<file path="config.mk">
export PLATFORM = sky130hd
export DESIGN_NAME = branch_resolve
export DESIGN_NICKNAME = d
export VERILOG_FILES = /design/src/rtl/bp_pkg.sv /design/src/rtl/pred_queue.sv /design/src/rtl/branch_resolve.sv
export SDC_FILE = /design/constraint.sdc
export NUM_CORES = 1
export LEC_CHECK = 0
export CAP_MARGIN = 25
export CORE_ASPECT_RATIO = 1.75
export CORE_MARGIN = 10
export CORE_UTILIZATION = 55
export CTS_CLUSTER_SIZE = 30
export DETAILED_ROUTE_END_ITERATION = 6
export GPL_TIMING_DRIVEN = 0
export MAX_ROUTING_LAYER = met4
export PLACE_DENSITY = 0.87
export SYNTH_ARGS = -nofsm -noshare
export SYNTH_HDL_FRONTEND = slang
export SYNTH_HIERARCHICAL = 1
export SYNTH_SLANG_ARGS = --single-unit
</file>
<file path="constraint.sdc">
create_clock -name clk -period 26.4 [get_ports clk]
set_input_delay 5.28 -clock clk [delete_from_list [all_inputs] [get_ports clk]]
set_output_delay 5.28 -clock clk [all_outputs]
set_load 0.005 [all_outputs]
</file>
<file path="src/rtl/bp_pkg.sv">
// Purpose:      shared types and constants for the branch-resolve slice.
// Latency:      n/a (declarations only).
// Backpressure: n/a.
package bp_pkg;

  // Address width of the slice. The queue entry type is built from it,
  // so every module of the slice shares this single value.
  localparam int XLEN = 64;

  // Fall-through distance: every instruction is one fixed-size word.
  localparam int INSTR_BYTES = 4;

  // One fetch-time prediction: the instruction PC and the PC that fetch
  // went to next.
  typedef struct packed {
    logic [XLEN-1:0] pc;
    logic [XLEN-1:0] pred;
  } pq_entry_t;

  // RUN: normal resolve. FLUSH: one dead cycle after a redirect while
  // fetch restarts; nothing is pushed or popped.
  typedef enum logic {
    RUN   = 1'b0,
    FLUSH = 1'b1
  } br_state_t;

endpackage

</file>
<file path="src/rtl/pred_queue.sv">
// Purpose:      in-order FIFO of fetch-time predictions with a one-shot clear.
// Latency:      a pushed entry can be the head (and be popped) the next cycle.
// Backpressure: push ignored when full, pop ignored when empty; clear wins over both.
//
// Ports:
//   clk, reset      clock, async active-low reset
//   push, push_dat  write one entry at the tail
//   pop             consume the head entry
//   clear           discard every entry (pointers back to zero)
//   head_dat        oldest entry (valid when !empty)
//   full, empty     occupancy flags
module pred_queue
  import bp_pkg::*;
#(
  parameter int DEPTH = 8
) (
  input  logic      clk,
  input  logic      reset,
  input  logic      push,
  input  pq_entry_t push_dat,
  input  logic      pop,
  input  logic      clear,
  output pq_entry_t head_dat,
  output logic      full,
  output logic      empty
);

  localparam int AW = $clog2(DEPTH);
  // One extra pointer bit: equal low bits with differing top bits means full.
  localparam int PW = AW + 1;

  logic [PW-1:0] wr_ptr_q, wr_ptr_d;
  logic [PW-1:0] rd_ptr_q, rd_ptr_d;
  pq_entry_t     mem_q [DEPTH];

  logic wr_en;
  logic rd_en;

  assign empty = (wr_ptr_q == rd_ptr_q);
  assign full  = (wr_ptr_q[PW-1] != rd_ptr_q[PW-1]) &&
                 (wr_ptr_q[AW-1:0] == rd_ptr_q[AW-1:0]);

  // Full is judged on the registered pointers, so a same-cycle pop never
  // makes room for a push into a full queue.
  assign wr_en = push && !full && !clear;
  assign rd_en = pop && !empty && !clear;

  assign head_dat = mem_q[rd_ptr_q[AW-1:0]];

  always_comb begin
    wr_ptr_d = wr_ptr_q;
    rd_ptr_d = rd_ptr_q;
    if (clear) begin
      wr_ptr_d = '0;
      rd_ptr_d = '0;
    end else begin
      // Pointers wrap naturally modulo 2*DEPTH.
      if (wr_en) wr_ptr_d = wr_ptr_q + PW'(1);
      if (rd_en) rd_ptr_d = rd_ptr_q + PW'(1);
    end
  end

  always_ff @(posedge clk or negedge reset) begin
    if (!reset) begin
      wr_ptr_q <= '0;
      rd_ptr_q <= '0;
    end else begin
      wr_ptr_q <= wr_ptr_d;
      rd_ptr_q <= rd_ptr_d;
    end
  end

  // Storage needs no reset: entries are only observed between the pointers.
  always_ff @(posedge clk) begin
    if (wr_en) mem_q[wr_ptr_q[AW-1:0]] <= push_dat;
  end

endmodule

</file>
<file path="src/rtl/branch_resolve.sv">
// Purpose:      resolve queued fetch predictions against execute outcomes; redirect fetch and train the BTB.
// Latency:      redirect/result pulses are registered, one cycle after the resolving pop.
// Backpressure: pq_ready drops when the queue is full or during the one-cycle FLUSH; res_ready needs a queued entry and RUN.
//
// Ports:
//   clk, reset                          clock, async active-low reset
//   pq_push/pq_pc/pq_pred/pq_ready      prediction push from fetch
//   res_valid/res_is_branch/res_taken/
//   res_target/res_ready                outcome of the oldest instruction from execute
//   redirect_valid/redirect_pc          one-cycle fetch restart
//   result_cyc/result_addr/result_target one-cycle BTB write
//   mispredict_cnt                      saturating mispredict count
module branch_resolve
  import bp_pkg::*;
#(
  parameter int PQ_DEPTH = 8
) (
  input  logic            clk,
  input  logic            reset,
  input  logic            pq_push,
  input  logic [XLEN-1:0] pq_pc,
  input  logic [XLEN-1:0] pq_pred,
  output logic            pq_ready,
  input  logic            res_valid,
  input  logic            res_is_branch,
  input  logic            res_taken,
  input  logic [XLEN-1:0] res_target,
  output logic            res_ready,
  output logic            redirect_valid,
  output logic [XLEN-1:0] redirect_pc,
  output logic            result_cyc,
  output logic [XLEN-1:0] result_addr,
  output logic [XLEN-1:0] result_target,
  output logic [31:0]     mispredict_cnt
);

  br_state_t state_q, state_d;

  logic            redirect_valid_q, redirect_valid_d;
  logic [XLEN-1:0] redirect_pc_q, redirect_pc_d;
  logic            result_cyc_q, result_cyc_d;
  logic [XLEN-1:0] result_addr_q, result_addr_d;
  logic [XLEN-1:0] result_target_q, result_target_d;
  logic [31:0]     cnt_q, cnt_d;

  pq_entry_t       head;
  pq_entry_t       push_entry;
  logic            q_full;
  logic            q_empty;
  logic            pop_en;
  logic            push_en;
  logic            taken_br;
  logic [XLEN-1:0] actual_next;
  logic            mispredict;

  assign pq_ready  = !q_full && (state_q == RUN);
  assign res_ready = !q_empty && (state_q == RUN);

  assign pop_en   = res_valid && res_ready;
  assign taken_br = res_is_branch && res_taken;

  // Anything that is not a taken control transfer falls through.
  assign actual_next = taken_br ? res_target : (head.pc + XLEN'(INSTR_BYTES));
  assign mispredict  = pop_en && (actual_next != head.pred);

  // A push alongside a mispredict is on the wrong path and is discarded.
  assign push_en = pq_push && pq_ready && !mispredict;

  assign push_entry.pc   = pq_pc;
  assign push_entry.pred = pq_pred;

  pred_queue #(
    .DEPTH (PQ_DEPTH)
  ) u_pred_queue (
    .clk      (clk),
    .reset    (reset),
    .push     (push_en),
    .push_dat (push_entry),
    .pop      (pop_en),
    .clear    (mispredict),
    .head_dat (head),
    .full     (q_full),
    .empty    (q_empty)
  );

  // FSM: a mispredict buys exactly one quiet cycle for fetch to restart.
  always_comb begin
    state_d = state_q;
    unique case (state_q)
      RUN:     if (mispredict) state_d = FLUSH;
      FLUSH:   state_d = RUN;
      default: state_d = RUN;
    endcase
  end

  // Output pulses: recomputed every cycle so they are zero unless the
  // previous cycle resolved a mispredict.
  always_comb begin
    redirect_valid_d = 1'b0;
    redirect_pc_d    = '0;
    result_cyc_d     = 1'b0;
    result_addr_d    = '0;
    result_target_d  = '0;
    cnt_d            = cnt_q;
    if (mispredict) begin
      redirect_valid_d = 1'b1;
      redirect_pc_d    = actual_next;
      // Only a taken branch the BTB got wrong needs a (re)write; a
      // not-taken branch never allocates.
      if (taken_br) begin
        result_cyc_d    = 1'b1;
        result_addr_d   = head.pc;
        result_target_d = res_target;
      end
      if (cnt_q != 32'hFFFF_FFFF) cnt_d = cnt_q + 32'd1;
    end
  end

  always_ff @(posedge clk or negedge reset) begin
    if (!reset) begin
      state_q          <= RUN;
      redirect_valid_q <= 1'b0;
      redirect_pc_q    <= '0;
      result_cyc_q     <= 1'b0;
      result_addr_q    <= '0;
      result_target_q  <= '0;
      cnt_q            <= '0;
    end else begin
      state_q          <= state_d;
      redirect_valid_q <= redirect_valid_d;
      redirect_pc_q    <= redirect_pc_d;
      result_cyc_q     <= result_cyc_d;
      result_addr_q    <= result_addr_d;
      result_target_q  <= result_target_d;
      cnt_q            <= cnt_d;
    end
  end

  assign redirect_valid = redirect_valid_q;
  assign redirect_pc    = redirect_pc_q;
  assign result_cyc     = result_cyc_q;
  assign result_addr    = result_addr_q;
  assign result_target  = result_target_q;
  assign mispredict_cnt = cnt_q;

endmodule
</file>
=== Word-level counts from Yosys, hierarchy flattened ===
Memories as Yosys holds them, arrays and structs flattened.
Cells that the tools add are included.

* Bits in writable memories: 1024
* Output and inout bits: 228
* Register bits: 235
* Memories: 1
* Word-level logic and storage cells: 54

* Eq/ne operators: 5
* $add $sub $neg: 4
* Bitwise logic cells: 1
* Reductions and logical operators: 18
* Muxes and demuxes: 16

{| class="wikitable"
|+ Memories
! memory !! words !! width !! read ports !! clocked after memory_dff !! write ports !! line !! source
|-
| u_pred_queue.mem_q || 8 || 128 || 1 || 0 || 1 || pred_queue.sv:34 || <nowiki>pq_entry_t mem_q [DEPTH];</nowiki>
|}

{| class="wikitable"
|+ Operators by type and width
! cell !! count
|-
| $mux 64 || 6
|-
| $add 64x3->64 const B || 1
|-
| $ne 64x64->1 || 1
|-
| $add 32x1->32 const B || 1
|-
| $ne 32x32->1 const B || 1
|-
| $mux 4 || 4
|-
| $logic_and 1x1->1 || 12
|-
| $add 4x1->4 const B || 2
|-
| $mux 1 || 5
|-
| $eq 4x4->1 || 1
|-
| $reduce_bool 2->1 || 2
|-
| $eq 3x3->1 || 1
|-
| $logic_not 1->1 || 3
|-
| $pmux 1 s2 || 1
|-
| $reduce_and 2->1 || 1
|-
| $ne 1x1->1 || 1
|-
| $not 1->1 || 1
|}

=== Longest topological paths before layout ===
* Word-level depth: 11
* Gate-level depth with buffers: 23
* Gate-level depth less buffers: 16

=== Modules after synthesis ===
The synthesis kept the hierarchy.

{| class="wikitable"
|+ By module, submodules not included
! module !! area an instance (µm²) !! cells each !! instances
|-
| pred_queue || 39133.8 || 1560 || 1
|-
| branch_resolve || 12524.5 || 1314 || 1
|}

=== Least setup slack after synthesis ===
Ideal clock, no wire load.

* Kind: input to register
* Start: input port res_is_branch
* End: memory u_pred_queue/mem_q[5][0] (netlist name) (enable)
* Stages: 14
* Arrival time: 21219 ps
* Path slack: 4206 ps
* Setup time: 974 ps
* Buffers on the path: 3
* Path through: and2_1 > clkbuf_1 > or4_1 > nand4_1 > xnor2_1 > o2111ai_1 > or4_1 > or4_1 > o21ai_2 > inv_2 > clkbuf_1 > clkbuf_1 > nand3b_1 > nor4b_1

* Word-level cells in the longest chain between the ends: 10

{| class="wikitable"
|+ Ends and longest elaborated chain
! element !! line !! source
|-
| start: declaration || branch_resolve.sv:25 || <nowiki>input logic res_is_branch,</nowiki>
|-
| $logic_and 1x1->1 * || branch_resolve.sv:60 || <nowiki>assign taken_br = res_is_branch && res_taken;</nowiki>
|-
| $mux 64 * || branch_resolve.sv:63 || <nowiki>assign actual_next = taken_br ? res_target : (head.pc + XLEN'(INSTR_BYTES));</nowiki>
|-
| $ne 64x64->1 * || branch_resolve.sv:64 || <nowiki>assign mispredict = pop_en && (actual_next != head.pred);</nowiki>
|-
| $logic_and 1x1->1 * || branch_resolve.sv:64 ||
|-
| net mispredict || branch_resolve.sv:54 || <nowiki>logic mispredict;</nowiki>
|-
| $logic_not 1->1 * || pred_queue.sv:45, branch_resolve.sv:67 ||
|-
| $logic_and 1x1->1 || branch_resolve.sv:67 || <nowiki>assign push_en = pq_push && pq_ready && !mispredict;</nowiki>
|-
| $logic_and 1x1->1 || pred_queue.sv:45 || <nowiki>assign wr_en = push && !full && !clear;</nowiki>
|-
| $logic_and 1x1->1 * || pred_queue.sv:45 ||
|-
| $mux 1 * || pred_queue.sv:75 || <nowiki>if (wr_en) mem_q[wr_ptr_q[AW-1:0]] <= push_dat;</nowiki>
|-
| $mux 1 (not written as such) * || pred_queue.sv:75 ||
|-
| end: declaration || pred_queue.sv:34 ||
|}

The timed path passes the listed nets; every way through them passes the cells marked *.

=== Worst setup path in the final report ===
* Start: input port res_taken
* End: memory u_pred_queue/mem_q[5][81] (netlist name) (enable)

* Word-level cells in the longest chain between the ends: 10

{| class="wikitable"
|+ Ends and longest elaborated chain
! element !! line !! source
|-
| start: declaration || branch_resolve.sv:26 || <nowiki>input logic res_taken,</nowiki>
|-
| $logic_and 1x1->1 * || branch_resolve.sv:60 ||
|-
| $mux 64 * || branch_resolve.sv:63 ||
|-
| $ne 64x64->1 * || branch_resolve.sv:64 ||
|-
| $logic_and 1x1->1 * || branch_resolve.sv:64 ||
|-
| net mispredict || branch_resolve.sv:54 ||
|-
| $logic_not 1->1 * || pred_queue.sv:45, branch_resolve.sv:67 ||
|-
| $logic_and 1x1->1 || branch_resolve.sv:67 ||
|-
| $logic_and 1x1->1 || pred_queue.sv:45 ||
|-
| $logic_and 1x1->1 * || pred_queue.sv:45 ||
|-
| $mux 1 * || pred_queue.sv:75 ||
|-
| $mux 1 (not written as such) * || pred_queue.sv:75 ||
|}

Marked as above.

==> results.md <==
* 1st-iter DRT viols at 4624
* Top delay family on crit path: buffers and inverters
* Metal3 WL at 20.4 mm
* Die W at 252 um
* Max VDD drop at 0.0683 mV
* Routed length per placed instance at 36.3 um
* Crit-path max FO at 13
* Die Y-Extent at 425 um
* Drt first pass iters at 6
* Worst EP required at 26.86 ns
* # Post-CTS Setup Buffers at 0
* Slew of the pin with the lowest slew margin at 1.29 ns
* CP Buf/Inv Count at 14
* Ys flop type: edfxtp_1
* GRT Overall Usage at 34.2%
* Largest family of logic cells by synthesized area: multiplexers
* Hold path depth at 1
* Largest net degree at the start of global routing at 126
* Worst path max stage delay at 0.88 ns
* Compound-gate portion of the synthesized area at 2.71%
* Max-slew headroom at 13.7%
* Mean post-synth cell area at 18.0 um^2
* Mux contribution to synthesized area at 14.4%
* Post-CTS sizing at 0
* Final Hold Vio Count at 0
* Max Cap Viol at 0
* Vias at 32691
* CTS tree: built
* Starting Density at 55.5%
* Number of global-route vias before repair at 32922
* Root Driver: clkbuf_16
* Routed length on met2 at 85.6 mm
* Unique masters post-synth at 80
* Placer Congestion at 1.08
* PortBufs at 425
* H-tree level count at 3
* Critical path endpoint category: register
* Remaining DRCs at 0
* CP Cell Sequence: clkdlybuf4s50_1 -> nand2_1 -> clkbuf_1 -> buf_1 -> clkbuf_1 -> a31oi_1 -> a311oi_1 -> o2111ai_1 -> nor4_1 -> nand4_1 -> o21ai_2 -> inv_2 -> clkbuf_1 -> clkbuf_1 -> nand3b_1 -> nor4b_2 -> buf_4 -> buf_4 -> buf_6 -> buf_4 -> buf_4 -> buf_4 -> buf_4
* Sequential element share of the synthesized area at 70.9%
* Post-DP HPWL at 130 mm
* XOR/XNOR Fraction of Synth Area at 2.94%
* # nets final at 3757
* Number of synthesized flops with an enable pin at 1024
* Vias per cell at 6.70
* Fmax at 74.2 MHz
* Reg2reg start: u_pred_queue/rd_ptr_q[1]$_DFFE_PN0P_
* Cts bufs inserted at 104
* I/O pin count at 426
* Site row count at 148
* Tightest Hold Check Type: reg -> reg
* Design Area, Final at 62700 um^2
* Die area at 107000 um^2
* Crit. Startpoint: res_taken
* Synth Area in Adders at 0.0969%
* Post-CTS Hold Fix Bufs at 0
* Run status: finished clean
* Simple-Gate Fraction of Synth Area at 6.78%
* Bufs on Longest Clock Path at 3
* Worst R2R End: u_pred_queue/mem_q[5][81]$_DFFE_PP_
* Fin util at 67.3%
* Number of antenna violations at the first check in global routing at 31
* Area after DPL at 59000 um^2
* Post-Place Cells at 4646
* First-pass GRT wire length at 249 mm
* Hold Path Sink: mispredict_cnt[25]$_DFFE_PN0P_
* Clock Skews at 0.0463 ns
* Clock sink total at 1259
* Yosys synthesis warning count at 6
* PwrDens at 102 nW/um^2
* CP Class: in -> reg
* Area Growth Syn to Fin at 21.3%
* ANT nets after route at 0
* Static Leak at 21.7 nW
* Fin crit share at 51.0%
* Syn Nets at 3076
* RSZ-0062 raised after global routing: no
* Crit path DAT at 13.93 ns
* Crit path time final at 13.47 ns
* CP startpoint kind: input pin
* Non-filler cells, final at 4878
* Layout cell share with drive strength beyond 1 at 22.5%
* CP dominant cell by count: buf_4
* Worst R2R Path Depth at 29
* CP max-delay cell: clkbuf_1
* Async SR Flop Fraction at 18.7%
* Final setup violation count at 0
* DR top layer: met4
* Metal1 wirelength at 57.4 mm
* Synthesized instance count at 2874
* Grt ovf at 0
* Mapped Area at 51700 um^2
* Post-Route WL at 177 mm
* Slew Limit Fails at 0
* Clk_lat worst skew at 0.75 ns
* FF+latch count, synth at 1259
* CTS clk-pin slew, worst paths at 0.07 ns
* Core region area at 93100 um^2
* Register-to-Register Setup Slack at 14.32 ns
* Hold path startpoint: mispredict_cnt[25]$_DFFE_PN0P_
-- layout by cell type (no fill, tap or decap), drive strengths merged, types with 14 or more instances in the layout --
master            n
a211oi           57
a21oi            17
and3            128
buf             246
clkbuf          213
clkdlybuf4s50   424
clkinv           43
dfrtp           235
diode            33
edfxtp         1024
inv              49
mux2            138
mux4            256
nand2            76
nand2b           14
nand3            38
nand4            56
nor2            114
nor3             64
nor3b            15
nor4             47
o21ai            18
xnor2            97
xor2             71
-- registers in the layout (all words and copies together) (netlist names) --
register and cells:
mispredict_cnt 32, redirect_pc 64, redirect_valid 1, result_addr 64, result_cyc 1, result_target 64, state_q 1, u_pred_queue/mem_q 1024
u_pred_queue/rd_ptr_q 4, u_pred_queue/wr_ptr_q 4
-- kinds of logic after synthesis --
kind of cell	Yosys count
flip-flops	1259
AND/OR/NAND/NOR	628
multiplexers	404
buffers and inverters	222
AO/OA/AOI/OAI	187
XOR/XNOR	170
adder cells (fa/ha/maj)	4
-- how the worst max path moves through the flow --
stage / end / slack [ns] / cells after the start
floorplan: u_pred_queue/mem_q[5][0]$_DFFE_PP_ / 4.21 / 14
detailed placement: u_pred_queue/mem_q[5][83]$_DFFE_PP_ / 12.40 / 23
CTS: u_pred_queue/mem_q[5][83]$_DFFE_PP_ / 13.14 / 23
global placement: u_pred_queue/mem_q[5][83]$_DFFE_PP_ / -13.14 / 15
finish: u_pred_queue/mem_q[5][81]$_DFFE_PP_ / 12.93 / 23
global route: u_pred_queue/mem_q[5][102]$_DFFE_PP_ / 12.94 / 23
-- metal layers --
metal / vias up / track usage [%]
li1: 12883 / -
met1: 16515 / 38.2
met2: 2629 / 53.3
met3: 664 / 9.64
met4: 0 / 22.6
met5: - / -
-- synth_stat cells, types with 5 or more instances --
cell type / number / area [um^2]
edfxtp_1: 1024 / 30700
mux4_2: 255 / 5740
dfrtp_1: 235 / 5880
mux2_2: 138 / 1550
and3_1: 128 / 801
nor2_1: 114 / 428
xnor2_1: 97 / 850
clkbuf_1: 83 / 312
nand2_1: 75 / 282
xor2_1: 71 / 622
nor3_1: 63 / 315
a211oi_1: 57 / 428
nand4_1: 55 / 344
buf_2: 45 / 225
inv_1: 41 / 154
nor4_1: 40 / 250
nand3_1: 38 / 190
buf_6: 32 / 360
a21oi_1: 17 / 85.1
buf_1: 17 / 63.8
nor3b_1: 15 / 113
o21ai_0: 15 / 75.1
nand2b_1: 14 / 87.6
and4_1: 13 / 114
or3_1: 13 / 81.3
or4_1: 13 / 97.6
a31oi_1: 11 / 68.8
nor2b_1: 11 / 68.8
mux2i_1: 10 / 100
or2_2: 9 / 56.3
a311oi_1: 7 / 61.3
o22ai_1: 7 / 43.8
a41oi_1: 5 / 43.8
and2_1: 5 / 31.3
o221ai_1: 5 / 43.8
-- metrics by stage --
step | worst slack [ns] | power [W] | setup TNS (ns) | hold WS [ns]
after floorplan | 4.21 | 0.00377 | 0 | 0.477
after global placement | -13.14 | 0.00476 | -6997.00 | 0.471
after detailed placement | 12.40 | 0.00475 | 0 | 0.488
after CTS | 13.14 | 0.00635 | 0 | 0.498
after global routing | 12.94 | 0.00656 | 0 | 0.501
final | 12.93 | 0.00642 | 0 | 0.494
-- report_power, final --
part	internal (W)	switching (W)	total [W]	leakage, nW
combinational	0.000913	0.00148	0.00239	7.55
clock	0.000878	0.000719	0.00160	1.72
sequential	0.00236	0.0000662	0.00243	12.4
-- area by class of cell --
class | count | area (um^2)
flip-flops and latches | 1259 | 36600
fillers | 5714 | 30500
multi-input cells | 1393 | 13900
repair buffers | 575 | 5850
clock buffers | 128 | 2800
well taps | 1200 | 1500
plain buffers | 180 | 978
clock inverters | 68 | 718
inverters | 42 | 158
diodes | 33 | 82.6
-- worst register-to-register path: cells and delay by family, from the launching register on --
| family | cells | cell delay [ns] |
|---|---|---|
| mux | 2 | 0.53 |
| simple gates | 6 | 3.39 |
| flops | 1 | 0.35 |
| compound gates | 5 | 2.25 |
| buf+inv | 16 | 5.26 |
Note: power is estimated with default switching activity, not from simulation.
